[src/rtl/stage_memory.sv]
// stage_memory: pipeline stage following execute.
// Non-memory results are forwarded to writeback with one cycle of latency.
// Aligned loads/stores run a req/ack transaction on the data-memory bus and
// stall upstream until the ack arrives or the timeout expires. Misaligned
// accesses raise mem_fault without touching the bus.
//
// Ports:
//   clk, rst_n                    clock, asynchronous active-low reset
//   in_addr, in_val               destination/value from execute (in_addr 0 = no wb)
//   is_mem, mem_addr, mem_val,
//   mem_write                     load/store request from execute
//   stall                         combinational hold for upstream stages
//   dmem_req/addr/wdata/we        registered data-memory bus request
//   dmem_ack, dmem_rdata          bus completion and load data
//   wb_addr, wb_val               registered writeback pair
//   mem_fault                     one-cycle pulse on misalignment or timeout
module stage_memory #(
  parameter int unsigned TIMEOUT = 16,
  parameter int unsigned CNT_W   = 5
) (
  input  logic        clk,
  input  logic        rst_n,
  input  logic [3:0]  in_addr,
  input  logic [31:0] in_val,
  input  logic        is_mem,
  input  logic [31:0] mem_addr,
  input  logic [31:0] mem_val,
  input  logic        mem_write,
  output logic        stall,
  output logic        dmem_req,
  output logic [31:0] dmem_addr,
  output logic [31:0] dmem_wdata,
  output logic        dmem_we,
  input  logic        dmem_ack,
  input  logic [31:0] dmem_rdata,
  output logic [3:0]  wb_addr,
  output logic [31:0] wb_val,
  output logic        mem_fault
);

  typedef enum logic {IDLE, BUSY} state_t;

  state_t           state;
  logic [CNT_W-1:0] cnt;
  logic [3:0]       dest;
  logic             aligned;
  logic             timeout_hit;

  assign aligned     = (mem_addr[1:0] == 2'b00);
  assign timeout_hit = (state == BUSY) && (cnt == CNT_W'(TIMEOUT - 1));

  always_comb begin
    stall = 1'b0;
    if (state == IDLE)
      stall = is_mem && aligned;
    else
      stall = !dmem_ack && !timeout_hit;
  end

  always_ff @(posedge clk or negedge rst_n) begin
    if (!rst_n) begin
      state      <= IDLE;
      cnt        <= '0;
      dest       <= '0;
      dmem_req   <= 1'b0;
      dmem_addr  <= '0;
      dmem_wdata <= '0;
      dmem_we    <= 1'b0;
      wb_addr    <= '0;
      wb_val     <= '0;
      mem_fault  <= 1'b0;
    end else begin
      mem_fault <= 1'b0;
      case (state)
        IDLE: begin
          if (!is_mem) begin
            wb_addr <= in_addr;
            wb_val  <= in_val;
          end else if (!aligned) begin
            mem_fault <= 1'b1;
            wb_addr   <= '0;
          end else begin
            dmem_addr  <= mem_addr;
            dmem_wdata <= mem_val;
            dmem_we    <= mem_write;
            dest       <= in_addr;
            dmem_req   <= 1'b1;
            cnt        <= '0;
            wb_addr    <= '0;
            state      <= BUSY;
          end
        end
        BUSY: begin
          // Ack is checked first so a same-cycle ack beats the timeout.
          if (dmem_ack) begin
            dmem_req <= 1'b0;
            state    <= IDLE;
            if (dmem_we) begin
              wb_addr <= '0;
            end else begin
              wb_addr <= dest;
              wb_val  <= dmem_rdata;
            end
          end else if (timeout_hit) begin
            dmem_req  <= 1'b0;
            mem_fault <= 1'b1;
            wb_addr   <= '0;
            state     <= IDLE;
          end else begin
            cnt     <= cnt + CNT_W'(1);
            wb_addr <= '0;
          end
        end
        default: state <= IDLE;
      endcase
    end
  end

endmodule
[config.mk]
export PLATFORM = sky130hd
export DESIGN_NAME = stage_memory
export DESIGN_NICKNAME = d
export VERILOG_FILES = /design/src/rtl/stage_memory.sv
export SDC_FILE = /design/constraint.sdc
export NUM_CORES = 1
export LEC_CHECK = 0
export BUFFER_PORTS_ARGS = -buffer_cell sky130_fd_sc_hd__buf_4
export CAP_MARGIN = 20
export CORE_MARGIN = 3
export CORE_UTILIZATION = 49
export DETAILED_ROUTE_END_ITERATION = 8
export GPL_TIMING_DRIVEN = 1
export PLACE_DENSITY = 0.85
export SLEW_MARGIN = 20
export SYNTH_ARGS = -nofsm -noshare
export SYNTH_HDL_FRONTEND = slang
export SYNTH_SLANG_ARGS = --single-unit
[constraint.sdc]
create_clock -name clk -period 5.5 [get_ports clk]
set_input_delay 0.275 -clock clk [delete_from_list [all_inputs] [get_ports clk]]
set_output_delay 0.275 -clock clk [all_outputs]
set_load 0.01 [all_outputs]
==> impl_metrics.env, run 1 <==
export IMPL_wl_mm=14.83
export IMPL_synth_cell_types=25
export IMPL_hold_path_end="wb_val[29]"
export IMPL_start_kind="flip-flop"
export IMPL_netlist_top_cell_by_area="dfrtp_1"
export IMPL_critPathMaxFanout=74
export IMPL_cts_sinks=113
export IMPL_grt_pass1_vias=4707
export IMPL_grt_max_degree=75
export IMPL_fmax_mhz=336.4
export IMPL_power_total_mw=2.877
export IMPL_nFillCells=493
export IMPL_row_count=35
export IMPL_timing_rr_end="wb_val[28]"
export IMPL_ys_top_cells_by_area="dfrtp_1 (60%), nand2_1 (16%), mux2_2 (15%)"
export IMPL_dp_hpwl_mm=9.212
export IMPL_routedWlPerCell_um=16.66
export IMPL_yosysWarningCount=0
export IMPL_clock_latency_ns=0.51
export IMPL_synth_fp_nets=580
export IMPL_fin_crit_sh_pct=54.05
export IMPL_finish_utilization_pct=84.29
export IMPL_core_um2=9328
export IMPL_synthesis_area_um2=4736
export IMPL_finalHoldViolations=0
export IMPL_peakVddDrop_mv=0.2155
export IMPL_cts_reportedPaths_clkPinSlew_ns=0.06
export IMPL_yosysMostFrequentCell="nand2_1"
export IMPL_critPathRequiredTime_ns=5.22
export IMPL_die_area_um2=10880
export IMPL_n_antenna_cell=0
export IMPL_status="complete, no violations"
export IMPL_synth_top_cell_area_share_pct=59.71
export IMPL_p_clk_share_pct=38.2
export IMPL_p_switching_mw=0.7674
export IMPL_syn_inst=441
export IMPL_io_pins=241
export IMPL_ant_nets=0
export IMPL_power_leakage_nw=4.076
export IMPL_ys_seq_area_share_pct=59.71
export IMPL_ys_ff_latch=113
export IMPL_synthToLayoutAreaGrowth_pct=66.02
export IMPL_setup_viol=0
export IMPL_drive_above_1_share_pct=44.81
export IMPL_ctsResizeCount=0
export IMPL_synthTopCellsByCount="nand2_1 (204), dfrtp_1 (113), mux2_2 (64)"
export IMPL_grt_ovfl_total=0
export IMPL_drv_cap=0
export IMPL_ys_async_sr_fraction_pct=100.0
export IMPL_num_vias=4412
export IMPL_crit_type="flip-flop to output pin"
export IMPL_antenna_found_initial=0
export IMPL_r2r_setup_slack_ns=3.20
export IMPL_tightestPinTransition_ns=0.9162
export IMPL_whs_path_depth=3
export IMPL_avgSynthCellArea_um2=10.74
export IMPL_pwr_share_comb_pct=23.5
export IMPL_power_density_nw_per_um2=366.0
export IMPL_hold_path_class="input port to flip-flop"
export IMPL_swShare_pct=26.67
export IMPL_die_x_um=104.3
export IMPL_holdBufCountCts=70
export IMPL_worstPathArrival_ns=2.70
export IMPL_setup_tns_final_ns=0
export IMPL_gp_congestion=0.8285
export IMPL_ctsRootBufferMaster="clkbuf_8"
export IMPL_drc_errors=0
export IMPL_synth_main_ff_cell="dfrtp_1"
export IMPL_min_delay_start="in_val[29]"
export IMPL_drt_first_pass_iters=4
export IMPL_viasPerCell=4.957
export IMPL_r2r_start="state"
export IMPL_cts_tree="built"
export IMPL_period_minus_slack_ns=2.972
export IMPL_worst_setup_path_end_kind="output pin"
export IMPL_slew_headroom_pct=38.92
export IMPL_post_cts_buffers=0
export IMPL_p_seq_share_pct=38.3
export IMPL_start_util_pct=50.77
export IMPL_htreeDepth=4
export IMPL_fp_dieH_um=104.3
export IMPL_grt_pass1_wl_mm=24.03
export IMPL_rsz0062_at_grt="no"
export IMPL_grt_total_usage_pct=27.79
export IMPL_startpoint="state"
export IMPL_clock_skew_ns=0.01008
export IMPL_fin_nets=888
export IMPL_r2r_cells=3
export IMPL_numCtsBuffers=17
export IMPL_port_buffers=240
export IMPL_synth_edf_count=0
export IMPL_drtIter0Drc=208
export IMPL_finalMaxSlewViolations=0
export IMPL_p_int_mw=2.110
export IMPL_clockBufferDepth=2
power groups by stage:
stage	clock network (mW)	logic (mW)	registers [mW]
after floorplan	0	0.199	1.15
after global placement	0	0.607	1.10
after detailed placement	0	0.628	1.10
after CTS	1.12	0.671	1.09
after global routing	1.15	0.732	1.12
final	1.10	0.677	1.10
final cells by class:
cell class                      instances  area, um2  area share [%]
Inverter                                2      7.507         0.09548
Sequential cell                       113       2829           35.98
Multi-Input combinational cell        302       1742           22.15
Timing Repair Buffer                  313       2525           32.11
Tap cell                              129      161.4           2.053
Clock inverter                         11      162.7           2.069
Clock buffer                           20      435.4           5.538
critical path: stages (launching register included):
cell and delay (ns):
dfrtp_2 0.96, or4b_4 0.80, nand2_1 0.22, buf_4 0.20
metrics by stage:
stage	hold slack (ns)	instances	instance area, um2	setup WS, ns
after CTS	0.1098	890	7861	2.490
final	0.1333	890	7863	2.528
after detailed placement	0.3597	789	6563	2.908
after global routing	0.1197	890	7863	2.318
after floorplan	-0.02059	441	4736	3.487
after global placement	0.3463	789	6563	3.030
how the worst max path moves through the flow:
stage                  to  slack (ns)  depth (start not counted)
2_1_floorplan       stall        3.49                          6
3_3_place_gp   wb_val[19]        3.03                          3
3_5_place_dp   wb_val[27]        2.91                          3
4_1_cts             stall        2.49                          3
5_1_grt             stall        2.32                          3
6_report            stall        2.53                          3
flip-flops by register name (all words and copies together), names as in the netlist:
signal	count
mem_fault	1
dmem_req	1
state	1
dmem_wdata	32
dmem_addr	32
wb_val	32
wb_addr	4
cnt	5
dmem_we	1
dest	4
cells by family (layout without fill, tap and decap cells):
logic type               Yosys count  after routing  share of synthesized area [%]
buffers and inverters             26            346                          3.540
XOR/XNOR                           1              1                         0.1850
AO/OA/AOI/OAI                     14             14                          1.955
AND/OR/NAND/NOR                  221            221                          18.86
flip-flops                       113            113                          59.71
multiplexers                      64             64                          15.22
adder cells (fa/ha/maj)            2              2                         0.5283
per-layer routing:
metal	global-route usage, %	part of all wire [%]	up-vias
met3	10.06	8.4	34
met2	48.80	52	206
met5	0	0	-
li1	-	-	2044
met1	30.60	37	2128
met4	10.73	2.4	0
layout by cell type, fill, tap and decap left out, types with 3 or more instances in the layout:
cell / netlist / final
buf_4: 0 / 243
nand2_1: 204 / 204
dfrtp_1: 113 / 112
dlygate4sd3_1: 0 / 70
mux2_2: 64 / 64
clkbuf_16: 0 / 16
o21ai_0: 7 / 7
nand3_1: 6 / 6
clkinv_2: 0 / 4
bufinv_16: 0 / 4
a32o_1: 3 / 3
clkinvlp_4: 0 / 3
Power figures use the tool's default switching activity.
==> run 2: changes to the inputs <==
--- a/config.mk
+++ b/config.mk
@@ -8,10 +8,10 @@
 export BUFFER_PORTS_ARGS = -buffer_cell sky130_fd_sc_hd__buf_4
 export CAP_MARGIN = 20
 export CORE_MARGIN = 3
-export CORE_UTILIZATION = 49
+export CORE_UTILIZATION = 46
 export DETAILED_ROUTE_END_ITERATION = 8
 export GPL_TIMING_DRIVEN = 1
-export PLACE_DENSITY = 0.85
+export PLACE_DENSITY = 0.81
 export SLEW_MARGIN = 20
 export SYNTH_ARGS = -nofsm -noshare
 export SYNTH_HDL_FRONTEND = slang
==> constraint.sdc (replaced) <==
create_clock -name clk -period 2.9 [get_ports clk]
set_input_delay 0.145 -clock clk [delete_from_list [all_inputs] [get_ports clk]]
set_output_delay 0.145 -clock clk [all_outputs]
set_load 0.01 [all_outputs]
==> run 2 against run 1 <==
Compared with the run above: critical endpoint unchanged; clock power is 90% higher; largest cell class unchanged; clock skew increased by 0.00078 ns; global-route usage shrank 0.44 points; critical path type unchanged; count of clock-buffer cells in the layout unchanged.
==> impl_metrics.env, run 2 (same netlist as run 1, synthesis figures left out) <==
export IMPL_fp_dieH_um=107.5
export IMPL_drtIter0Drc=267
export IMPL_multi_input_area_um2=1740
export IMPL_grt_pass1_wl_mm=24.40
export IMPL_cp_common_cell="ha_1"
export IMPL_clockBufferDepth=2
export IMPL_status="complete, no violations"
export IMPL_grt_total_usage_pct=27.35
export IMPL_tightestPinTransition_ns=0.8613
export IMPL_grt_use_met2_pct=48.93
export IMPL_worst_setup_path_end_kind="output pin"
export IMPL_finish_utilization_pct=82.41
export IMPL_gr_max_usage_layer="met2"
export IMPL_drc_errors=0
export IMPL_cpPeakStageDelay_ns=0.57
export IMPL_critPathRequiredTime_ns=2.76
export IMPL_die_area_um2=11550
export IMPL_stdcell_area_um2=8167
export IMPL_rsz0062_at_grt="no"
export IMPL_n_antenna_cell=0
export IMPL_reg_top3="dmem_addr (32), dmem_wdata (32), wb_val (32)"
export IMPL_clock_latency_ns=0.50
export IMPL_slowest_stage="or3b_2"
export IMPL_nFillCells=520
export IMPL_gp_congestion=0.8008
export IMPL_drive_above_1_share_pct=43.36
export IMPL_drt_first_pass_iters=4
export IMPL_finalHoldViolations=0
export IMPL_dpl_cell_area_um2=6594
export IMPL_die_x_um=107.5
export IMPL_ant_nets=0
export IMPL_io_pins=241
export IMPL_hold_path_class="input port to flip-flop"
export IMPL_ctsResizeCount=0
export IMPL_start_kind="flip-flop"
export IMPL_critPathMaxFanout=9
export IMPL_numCtsBuffers=17
export IMPL_row_count=36
export IMPL_worstPathArrival_ns=2.44
export IMPL_port_buffers=240
export IMPL_viasPerCell=4.939
export IMPL_grt_use_met3_pct=8.278
export IMPL_fin_nets=917
export IMPL_worstPathCellList="ha_1, and3_1, ha_1, or3b_2, nand2_1, buf_4"
export IMPL_clock_skew_ns=0.01086
export IMPL_peakVddDrop_mv=0.4650
export IMPL_cp_num_buf_inv=1
export IMPL_htreeDepth=4
export IMPL_fmax_mhz=386.7
export IMPL_dp_hpwl_mm=9.297
export IMPL_setup_viol=0
export IMPL_antenna_found_initial=0
export IMPL_routedWlPerCell_um=17.25
export IMPL_grt_ovfl_total=0
export IMPL_final_common_cell="buf_4"
export IMPL_start_util_pct=47.79
export IMPL_crit_family="simple AND/OR/NAND/NOR gates"
export IMPL_setup_tns_final_ns=0
export IMPL_power_density_nw_per_um2=674.4
export IMPL_wl_mm=15.94
export IMPL_num_vias=4564
export IMPL_grt_pass1_vias=4848
export IMPL_crit_type="flip-flop to output pin"
export IMPL_grt_max_degree=75
export IMPL_period_minus_slack_ns=2.586
export IMPL_fin_crit_sh_pct=89.16
export IMPL_layout_common_cells="buf_4 (244), nand2_1 (204), dfrtp_1 (113)"
export IMPL_drv_cap=0
export IMPL_grt_use_met1_pct=29.73
export IMPL_core_um2=9910
export IMPL_post_cts_buffers=0
export IMPL_slew_headroom_pct=42.58
export IMPL_register_area_um2=2828
export IMPL_ctsRootBufferMaster="clkbuf_8"
export IMPL_synthToLayoutAreaGrowth_pct=72.44
export IMPL_cts_tree="built"
export IMPL_cts_reportedPaths_clkPinSlew_ns=0.06
export IMPL_holdBufCountCts=96
export IMPL_cts_sinks=113
export IMPL_power_leakage_nw=4.204
export IMPL_finalMaxSlewViolations=0
## run 2: cell types whose count changed in the layout (fill, tap and decap cells not counted), sizes merged
cell         before  now
clkinv            4    3
dlygate4sd3      70   97
bufinv            4    3
buf             243  245
clkinvlp          3    4
inv               2    4
## run 2: layout make-up
class	count	share of cell area (%)
Timing Repair Buffer	342	34.56
Multi-Input combinational cell	302	21.31
Inverter	2	0.09193
Tap cell	133	2.038
Clock inverter	12	1.915
Clock buffer	20	5.454
Sequential cell	113	34.63
## run 2: worst register-to-register path: cells and delay by family (launching register included)
kind / cells / cell delay, ns
flip-flops: 1 / 0.46
buffers and inverters: 2 / 1.04
multiplexers: 2 / 0.69
## run 2: power breakdown
group / switching (mW) / internal [mW] / leakage, nW
Combinational: 0.598 / 0.757 / 2.52
Clock: 0.730 / 1.36 / 0.284
Sequential: 0.190 / 1.88 / 1.40
## run 2: worst paths after layout
path / startpoint / cells after the start / slack [ns] / end
max: cnt[0] / 6 / 0.31 / stall
min: in_val[24] / 3 / 0.02 / wb_val[24]
max reg2reg: state / 4 / 0.59 / wb_val[23]
min reg2reg: dmem_wdata[11] / 2 / 0.48 / dmem_wdata[11]
max in group asynchronous: rst_n / 3 / 1.81 / mem_fault
min in group asynchronous: rst_n / 2 / 0.33 / wb_val[19]
## run 2: per-layer routing
layer  vias to the layer above  share of wire, %
li1                       2106                 -
met2                       232                52
met3                        55               8.4
met5                         -                 0
met4                         0               4.2
met1                      2171                36
## run 2: stage by stage
step / power, mW / std cells / hold WS, ns / worst slack (ns)
6_report: 5.507 / 924 / 0.01785 / 0.3143
3_5_place_dp: 3.289 / 795 / 0.3166 / 0.8560
5_1_grt: 5.749 / 924 / 0.002210 / 0.1938
2_1_floorplan: 2.559 / 441 / -0.1506 / 0.9381
4_1_cts: 5.494 / 923 / 0.0002773 / 0.3094
3_3_place_gp: 3.242 / 795 / 0.3014 / 0.9169
